## src/rtl/regfile_pkg.sv

```systemverilog
// Shared types and default widths for the scoreboarded register file.
package regfile_pkg;

    typedef enum logic {
        CLEAR,
        READY
    } rf_state_e;

    localparam int DEF_DATA_W = 32;
    localparam int DEF_ADDR_W = 5;

endpackage

```

## src/rtl/regfile_scoreboard.sv

```systemverilog
// Pending-write scoreboard: per-register pending bits, busy lookups and wb_unexp pulse.
// Optional REGFILE_BYPASS_EN: a same-cycle writeback masks the busy bit on matching read ports.
module regfile_scoreboard
    import regfile_pkg::*;
#(
    parameter int ADDR_W = DEF_ADDR_W,
    parameter int DEPTH  = 32
) (
    input  logic              clk,
    input  logic              rst,
    input  logic              i_ready,
    input  logic [ADDR_W-1:0] i_addr_a,
    input  logic [ADDR_W-1:0] i_addr_b,
    input  logic [ADDR_W-1:0] i_addr_c,
    input  logic              i_wrback,
    input  logic              i_issue,
    input  logic [ADDR_W-1:0] i_issue_addr,
    output logic              o_busy_a,
    output logic              o_busy_b,
    output logic              o_wb_unexp
);

    localparam int IDX_W = (DEPTH > 1) ? $clog2(DEPTH) : 1;

    logic [DEPTH-1:0] r_pending;
    logic [DEPTH-1:0] w_pending_nxt;
    logic             r_wb_unexp;

    logic             w_a_in, w_b_in, w_c_in, w_i_in;
    logic [IDX_W-1:0] w_a_idx, w_b_idx, w_c_idx, w_i_idx;
    logic             w_wr_ok, w_iss_ok;
    logic             w_pend_a, w_pend_b;

    assign w_a_in  = 32'(i_addr_a) < 32'(DEPTH);
    assign w_b_in  = 32'(i_addr_b) < 32'(DEPTH);
    assign w_c_in  = 32'(i_addr_c) < 32'(DEPTH);
    assign w_i_in  = 32'(i_issue_addr) < 32'(DEPTH);
    assign w_a_idx = i_addr_a[IDX_W-1:0];
    assign w_b_idx = i_addr_b[IDX_W-1:0];
    assign w_c_idx = i_addr_c[IDX_W-1:0];
    assign w_i_idx = i_issue_addr[IDX_W-1:0];

    assign w_wr_ok  = i_ready & i_wrback & w_c_in;
    assign w_iss_ok = i_ready & i_issue & w_i_in;

    // Issue is applied after writeback: a same-cycle issue belongs to a newer producer.
    always_comb begin
        w_pending_nxt = r_pending;
        if (w_wr_ok) begin
            w_pending_nxt[w_c_idx] = 1'b0;
        end
        if (w_iss_ok) begin
            w_pending_nxt[w_i_idx] = 1'b1;
        end
    end

    always_ff @(posedge clk) begin
        if (rst) begin
            r_pending  <= '0;
            r_wb_unexp <= 1'b0;
        end else begin
            r_pending  <= w_pending_nxt;
            r_wb_unexp <= i_ready & i_wrback & (~w_c_in | ~r_pending[w_c_idx]);
        end
    end

`ifdef REGFILE_BYPASS_EN
    always_comb begin
        w_pend_a = r_pending[w_a_idx];
        w_pend_b = r_pending[w_b_idx];
        if (w_wr_ok && (i_addr_c == i_addr_a)) begin
            w_pend_a = w_iss_ok && (i_issue_addr == i_addr_a);
        end
        if (w_wr_ok && (i_addr_c == i_addr_b)) begin
            w_pend_b = w_iss_ok && (i_issue_addr == i_addr_b);
        end
    end
`else
    assign w_pend_a = r_pending[w_a_idx];
    assign w_pend_b = r_pending[w_b_idx];
`endif

    assign o_busy_a   = i_ready & w_a_in & w_pend_a;
    assign o_busy_b   = i_ready & w_b_in & w_pend_b;
    assign o_wb_unexp = r_wb_unexp;

endmodule

```

## src/rtl/regfile_sb.sv

```systemverilog
// Parametrised two-read/one-write register file with sequential clear engine and pending scoreboard.
// Optional REGFILE_BYPASS_EN: forwards DinC to read ports addressing the same-cycle write target.
module regfile_sb
    import regfile_pkg::*;
#(
    parameter int DATA_W = DEF_DATA_W,
    parameter int ADDR_W = DEF_ADDR_W,
    parameter int DEPTH  = 32
) (
    input  logic              clk,
    input  logic              rst,
    input  logic [ADDR_W-1:0] AddrA,
    input  logic [ADDR_W-1:0] AddrB,
    output logic [DATA_W-1:0] DoA,
    output logic [DATA_W-1:0] DoB,
    output logic              busyA,
    output logic              busyB,
    input  logic [ADDR_W-1:0] AddrC,
    input  logic [DATA_W-1:0] DinC,
    input  logic              wrback,
    input  logic              issue,
    input  logic [ADDR_W-1:0] issue_addr,
    output logic              init_busy,
    output logic              wb_unexp
);

    localparam int IDX_W = (DEPTH > 1) ? $clog2(DEPTH) : 1;

    rf_state_e        r_state;
    logic [IDX_W-1:0] r_cnt;
    logic [DATA_W-1:0] r_mem [DEPTH];

    logic             w_ready;
    logic             w_a_in, w_b_in, w_c_in;
    logic [IDX_W-1:0] w_a_idx, w_b_idx, w_c_idx;
    logic             w_byp_a, w_byp_b;

    assign w_ready = (r_state == READY);
    assign w_a_in  = 32'(AddrA) < 32'(DEPTH);
    assign w_b_in  = 32'(AddrB) < 32'(DEPTH);
    assign w_c_in  = 32'(AddrC) < 32'(DEPTH);
    assign w_a_idx = AddrA[IDX_W-1:0];
    assign w_b_idx = AddrB[IDX_W-1:0];
    assign w_c_idx = AddrC[IDX_W-1:0];

    always_ff @(posedge clk) begin
        if (rst) begin
            r_state <= CLEAR;
            r_cnt   <= '0;
        end else begin
            case (r_state)
                CLEAR: begin
                    if (r_cnt == IDX_W'(DEPTH - 1)) begin
                        r_cnt   <= '0;
                        r_state <= READY;
                    end else begin
                        r_cnt <= r_cnt + 1'b1;
                    end
                end
                READY: r_state <= READY;
                default: r_state <= CLEAR;
            endcase
        end
    end

    // Clear engine owns the write port while clearing; writebacks are ignored then.
    always_ff @(posedge clk) begin
        if (!rst) begin
            if (r_state == CLEAR) begin
                r_mem[r_cnt] <= '0;
            end else if (wrback && w_c_in) begin
                r_mem[w_c_idx] <= DinC;
            end
        end
    end

`ifdef REGFILE_BYPASS_EN
    assign w_byp_a = w_ready & wrback & w_c_in & (AddrC == AddrA);
    assign w_byp_b = w_ready & wrback & w_c_in & (AddrC == AddrB);
`else
    assign w_byp_a = 1'b0;
    assign w_byp_b = 1'b0;
`endif

    assign DoA = (w_ready && w_a_in) ? (w_byp_a ? DinC : r_mem[w_a_idx]) : '0;
    assign DoB = (w_ready && w_b_in) ? (w_byp_b ? DinC : r_mem[w_b_idx]) : '0;
    assign init_busy = ~w_ready;

    regfile_scoreboard #(
        .ADDR_W(ADDR_W),
        .DEPTH (DEPTH)
    ) u_sb (
        .clk         (clk),
        .rst         (rst),
        .i_ready     (w_ready),
        .i_addr_a    (AddrA),
        .i_addr_b    (AddrB),
        .i_addr_c    (AddrC),
        .i_wrback    (wrback),
        .i_issue     (issue),
        .i_issue_addr(issue_addr),
        .o_busy_a    (busyA),
        .o_busy_b    (busyB),
        .o_wb_unexp  (wb_unexp)
    );

endmodule

```

## config.mk

```make
export PLATFORM = sky130hd
export DESIGN_NAME = regfile_sb
export DESIGN_NICKNAME = d
export VERILOG_FILES = /design/src/rtl/regfile_pkg.sv /design/src/rtl/regfile_scoreboard.sv /design/src/rtl/regfile_sb.sv
export SDC_FILE = /design/constraint.sdc
export NUM_CORES = 1
export LEC_CHECK = 0
export CORE_MARGIN = 10
export CORE_UTILIZATION = 55
export DETAILED_ROUTE_END_ITERATION = 8
export HOLD_SLACK_MARGIN = 0.05
export MAX_ROUTING_LAYER = met4
export PLACE_DENSITY = 0.72
export SLEW_MARGIN = 10
export SYNTH_ARGS = -nofsm -noshare
export SYNTH_HDL_FRONTEND = slang
export SYNTH_SLANG_ARGS = --single-unit
```

## constraint.sdc

```tcl
create_clock -name clk -period 8.49 [get_ports clk]
set_clock_uncertainty 0.2 [all_clocks]
set_input_delay 1.698 -clock clk [delete_from_list [all_inputs] [get_ports clk]]
set_output_delay 1.698 -clock clk [all_outputs]
set_load 0.05 [all_outputs]
```

Word-level counts from Yosys, hierarchy flattened
Memory sizes are Yosys's and may differ from the RTL's.
Cells that the tools add are included.
{ "classes": {"n_bitwise": 10, "n_mux": 27, "addsub": 1, "eq_ne": 1, "reduce_logical": 3, "magnitude_cmp": 6} }
{ "ops": {"columns": ["cell", "count"], "rows": [
  ["$mux W32", 5],
  ["$and A32 B32 Y32", 1],
  ["$not A32 Y32", 1],
  ["$or A32 B32 Y32", 1],
  ["$reduce_or A32 Y1", 1],
  ["$lt A5 B6 Y1 const B", 4],
  ["$bmux W1 S5", 3],
  ["$mux W1", 14],
  ["$demux W1 S5", 2],
  ["$ge A5 B1 Y1 const B", 2],
  ["$mux W5", 2],
  ["$add A5 B1 Y5 const B", 1],
  ["$and A1 B1 Y1", 5],
  ["$eq A5 B5 Y1 const B", 1],
  ["$logic_and A1 B1 Y1", 2],
  ["$not A1 Y1", 2],
  ["$pmux W1 S2", 1]
]} }
{ "word_totals": {"ram_bits": 1024, "n_memories": 1, "out_inout_bits": 68, "wordCells": 53, "ff_bits": 39, "input_bits": 56} }
{ "memory_table": {"columns": ["name", "depth", "word_bits", "rd", "rd_clocked_by_memory_dff", "write_ports", "line", "source"], "rows": [
  ["r_mem", 32, 32, 2, 0, 1, "regfile_sb.sv:31", "logic [DATA_W-1:0] r_mem [DEPTH];"]
]} }

Depth between registers and ports, before layout
{ "depth": {"depth_word": 9, "ltp_mapped": 7} }

Cells and area by module
From an unflattened synthesis, not the netlist that was laid out.
{ "unflattened": {"hier_cells": 2659, "hier_area_um2": 50165.6} }
{ "by_module_without_submodules": {"columns": ["module", "area_per_inst_um2", "instances", "cells_per_inst", "seq_area_each_um2"], "rows": [
  ["regfile_sb", 47912.2, 1, 2410, 30869.6],
  ["regfile_scoreboard", 2253.4, 1, 249, 660.6]
]} }

Least setup slack after synthesis
Ideal clock, no wire load.
{ "synth_path": {"kind": "input to output", "startpoint": "in AddrA[1]", "endpoint": "out DoA[12]", "path_stages": 7, "required_ns": 6.592, "path_slack_ns": 3.289, "arrival_time_ns": 3.303, "path_cell_list": "clkbuf_1 -> buf_2 -> buf_4 -> mux4_2 -> mux2i_1 -> nand2_1 -> and3_1"} }
{ "synth_via": {"elab_chain_len": 2} }
{ "synth_rtl": {"columns": ["element", "line", "source"], "rows": [
  ["start: declaration", "regfile_sb.sv:12", "input logic [ADDR_W-1:0] AddrA,"],
  ["$mem_v2 Z32 W32", null, null],
  ["$mux W32", "regfile_sb.sv:85", "assign DoA = (w_ready && w_a_in) ? (w_byp_a ? DinC : r_mem[w_a_idx]) : '0;"],
  ["end: declaration", "regfile_sb.sv:14", "output logic [DATA_W-1:0] DoA,"]
]} }
No other way between the ends.

Final worst setup path
{ "layout_path": {"startpoint": "in AddrB[3]", "endpoint": "out DoB[8]"} }
{ "layout_via": {"elab_chain_len": 2} }
{ "layout_rtl": {"columns": ["element", "line", "source"], "rows": [
  ["start: declaration", "regfile_sb.sv:13", "input logic [ADDR_W-1:0] AddrB,"],
  ["$mem_v2 Z32 W32", null, null],
  ["$mux W32", "regfile_sb.sv:86", "assign DoB = (w_ready && w_b_in) ? (w_byp_b ? DinC : r_mem[w_b_idx]) : '0;"],
  ["end: declaration", "regfile_sb.sv:15", "output logic [DATA_W-1:0] DoB,"]
]} }
No other way between the ends.

==> key figures <==
Pwr
  • Worst IR Drop VDD: 0.000207 V
  • Pwr per Cell Area: 197 nW/um^2
  • Pwr Total: 11.1 mW
  • LEAKAGE: 19.9 nW

Clock network
  • Postcts setup bufs: 0
  • Clock Pin Slew Worst Setup and Hold Paths: 0.06 ns
  • CTS tree: built
  • Post-cts resize count: 0
  • H-tree depth: 3
  • Root Buffer: clkbuf_16
  • # clock sinks: 1,063
  • Max clock buf depth: 3
  • Cts bufs inserted: 106
  • Hold_buf cts: 0
  • Skew-Pair Late Insertion Delay: 0.68 ns

Synthesis
  • Post-synthesis mux area share: 28.3%
  • Mapped Area: 50,100 sq um
  • Yosys warns: 0
  • Synth Net Count: 2,729
  • Simple-Gate Fraction of Synth Area: 4.02%
  • Syn Area/Cell: 18.8 sq um
  • Seq/Total Area, Yosys: 62.9%
  • Adder-Cell Fraction of Synth Area: 0.0499%
  • Post-synthesis compound-gate area fraction: 2.58%
  • Synthesized flop and latch total: 1,063
  • Mapped Cells: 2,671
  • Largest family of logic cells by synthesized area: multiplexers
  • Xor/xnor share of the synthesized area: 0%
  • Distinct cells, synth: 33

Job
  • MaxCap Viol Count: 0

Worst setup path
  • WP depth: 7
  • Worst Setup Path Type: in2out
  • Largest stage delay on the critical path: 0.96 ns
  • Crit path top cell by count: buf_4
  • Crit. End Element: output pin
  • Cell family with most CP delay: buffers and inverters
  • CP bufs+invs: 3
  • Critical Path, Cell by Cell: buf_4 > and2_2 > buf_4 > nand2_1 > o2111ai_1 > and3_1 > clkdlybuf4s50_1
  • CP required: 6.59 ns
  • Worst path arrival time: 4.96 ns
  • CP Max Fanout: 24
  • Worst r2r path cells: 6
  • CP max stage cell: and2_2
  • Worst setup SP type: input pin

Global route
  • First-pass GRT wire length: 210 mm
  • Vias in the first global route: 30,000
  • Largest net degree at the start of global routing: 89
  • Initial antenna violation count: 3
  • Overflow after GRT: 0
  • Total GRT Usage: 28.7%

Floorplan
  • DIE AREA: 104,000 sq um
  • Initial Utilization: 55.6%
  • Die Ht: 322 microns
  • Placeable core area: 90,100 sq um
  • Std cell rows: 110
  • Io pins: 124
  • Die X: 322 microns

Placed design
  • Worst slack at placement: 1.67 ns
  • GP Congestion: 0.896
  • I/O Buffers: 123
  • DP HPWL: 85.8 mm

STA
  • Worst slew pin tran: 1.26 ns
  • Setup TNS: 0 ns
  • Unrepaired setup endpoints after global routing: no
  • Hold WS: 0.312 ns
  • Max-slew violations: 0
  • Slew headroom: 15.5%
  • Final setup viols: 0
  • Final WS setup: 1.63 ns
  • Max Clk Rate: 146 MHz
  • Final Cycle Share: 80.8%
  • Final Hold Fails: 0
  • Min Tclk post-route: 6.86 ns

Hold path
  • Hold Path Cell Cnt: 2
  • Worst hold-check path type: reg2reg

Route
  • Via count: 29,571
  • Post-route ant nets: 0
  • DR WL/cell: 35.8 microns
  • Number of DRC markers in iteration 0: 3,743
  • DRC viols: 0
  • Drt via density: 7.31
  • Router iterations before antenna repair: 7
  • Total Wirelength: 145 mm

Status
  • Status: complete, no violations

Final layout
  • Fillers: 6,034
  • Nets: 2,839
  • Layout cell share with drive strength beyond 1: 29.3%
  • Synth-to-Final Area Change: 12.5%
==> cells by family (layout without fill, tap and decap cells) <==
logic type | Yosys count | count (layout)
adder cells (fa/ha/maj) | 2 | 2
flip-flops | 1063 | 1063
other | 0 | 1
multiplexers | 745 | 745
AO/OA/AOI/OAI | 207 | 207
buffers and inverters | 213 | 413
AND/OR/NAND/NOR | 441 | 441
==> path summary, 6_finish.rpt <==
kind | from | to | slack [ns]
setup / recovery | AddrB[3] | DoB[8] | 1.63
hold / removal | u_sb.r_pending[17]$_SDFF_PP0_ | u_sb.r_pending[17]$_SDFF_PP0_ | 0.31
setup reg to reg | r_state$_SDFF_PP0_ | r_mem[8][16]$_DFFE_PP_ | 3.76
hold reg to reg | u_sb.r_pending[17]$_SDFF_PP0_ | u_sb.r_pending[17]$_SDFF_PP0_ | 0.31
==> tightest hold or removal path: cells and delay by family, from the launching register on <==
kind	cells	cell delay, ns
AOI/OAI and AO/OA	2	0.13
DFF	1	0.33
==> cell usage in the layout, fill, tap and decap left out, types with 20 or more instances in the layout <==
master | Yosys | final
edfxtp_1 | 1024 | 1024
mux4_2 | 536 | 536
nand2_1 | 249 | 249
mux2i_1 | 204 | 204
clkdlybuf4s50_1 | 0 | 113
clkbuf_16 | 0 | 108
a21oi_1 | 103 | 103
buf_4 | 38 | 77
and3_1 | 68 | 68
o2111ai_1 | 66 | 66
dfxtp_1 | 39 | 39
nor2_4 | 0 | 34
o21ai_0 | 34 | 34
and2_1 | 34 | 31
clkinv_2 | 0 | 22
clkbuf_1 | 84 | 22
clkinv_1 | 0 | 20
==> per-layer routing <==
| layer | vias up | track usage, % | part of all wire [%] |
|---|---|---|---|
| li1 | 11495 | - | - |
| met1 | 15703 | 37.2 | 36 |
| met2 | 2049 | 45.3 | 49 |
| met3 | 324 | 5.80 | 11 |
| met4 | 0 | 10.4 | 3.8 |
| met5 | - | - | 0 |
==> sequential cells by signal, summed over array words and instances (netlist names) <==
| signal | count |
|---|---|
| r_mem | 1024 |
| u_sb.r_pending | 32 |
| r_cnt | 5 |
| r_state | 1 |
| u_sb.o_wb_unexp | 1 |
==> metrics by stage <==
stage                     utilization (%)  std cells  area [sq um]
after floorplan                         -       2671         50100
after global placement               58.6       3847         52900
after detailed placement             58.6       3847         52900
after CTS                            62.5       4045         56400
after global routing                 62.5       4048         56400
final                                62.5       4048         56400
==> final cells by class <==
| type | count | area (sq um) | area share (%) |
|---|---|---|---|
| antenna | 1 | 2.50 | 0.00444 |
| clock buffer | 130 | 2790 | 4.94 |
| clock inverter | 68 | 706 | 1.25 |
| inverter | 2 | 7.51 | 0.0133 |
| multi-input combinational | 1395 | 17800 | 31.6 |
| sequential | 1063 | 31500 | 55.9 |
| tap | 1176 | 1470 | 2.61 |
| timing repair buffer | 213 | 2090 | 3.71 |
==> where the power goes <==
group / internal (mW) / switching (mW)
registers: 5.69 / 0.0132
logic: 0.289 / 0.398
clock network: 2.73 / 2.01
==> synthesized netlist by cell type, drive strengths merged <==
| library cell | number | area (sq um) |
|---|---|---|
| nand3 | 7 | 35.0 |
| nand2 | 249 | 935 |
| ha | 2 | 25.0 |
| nor2b | 11 | 68.8 |
| clkbuf | 84 | 315 |
| nor2 | 48 | 180 |
| inv | 2 | 7.51 |
| dfxtp | 39 | 781 |
| mux2i | 204 | 2040 |
| nand2b | 4 | 25.0 |
| mux2 | 5 | 56.3 |
| o21ai | 34 | 170 |
| mux4 | 536 | 12100 |
| or2 | 2 | 12.5 |
| and2 | 34 | 213 |
| nand4b | 2 | 17.5 |
| nor3 | 4 | 20.0 |
| nand4 | 3 | 18.8 |
| a22oi | 1 | 7.51 |
| a211oi | 1 | 7.51 |
| a21oi | 103 | 515 |
| a31oi | 2 | 12.5 |
| buf | 127 | 763 |
| nor3b | 4 | 30.0 |
| and3 | 68 | 425 |
| nand3b | 2 | 15.0 |
| edfxtp | 1024 | 30700 |
| and3b | 1 | 8.76 |
| or3 | 2 | 12.5 |
| o2111ai | 66 | 578 |
Note: power is estimated with default switching activity, not from simulation.
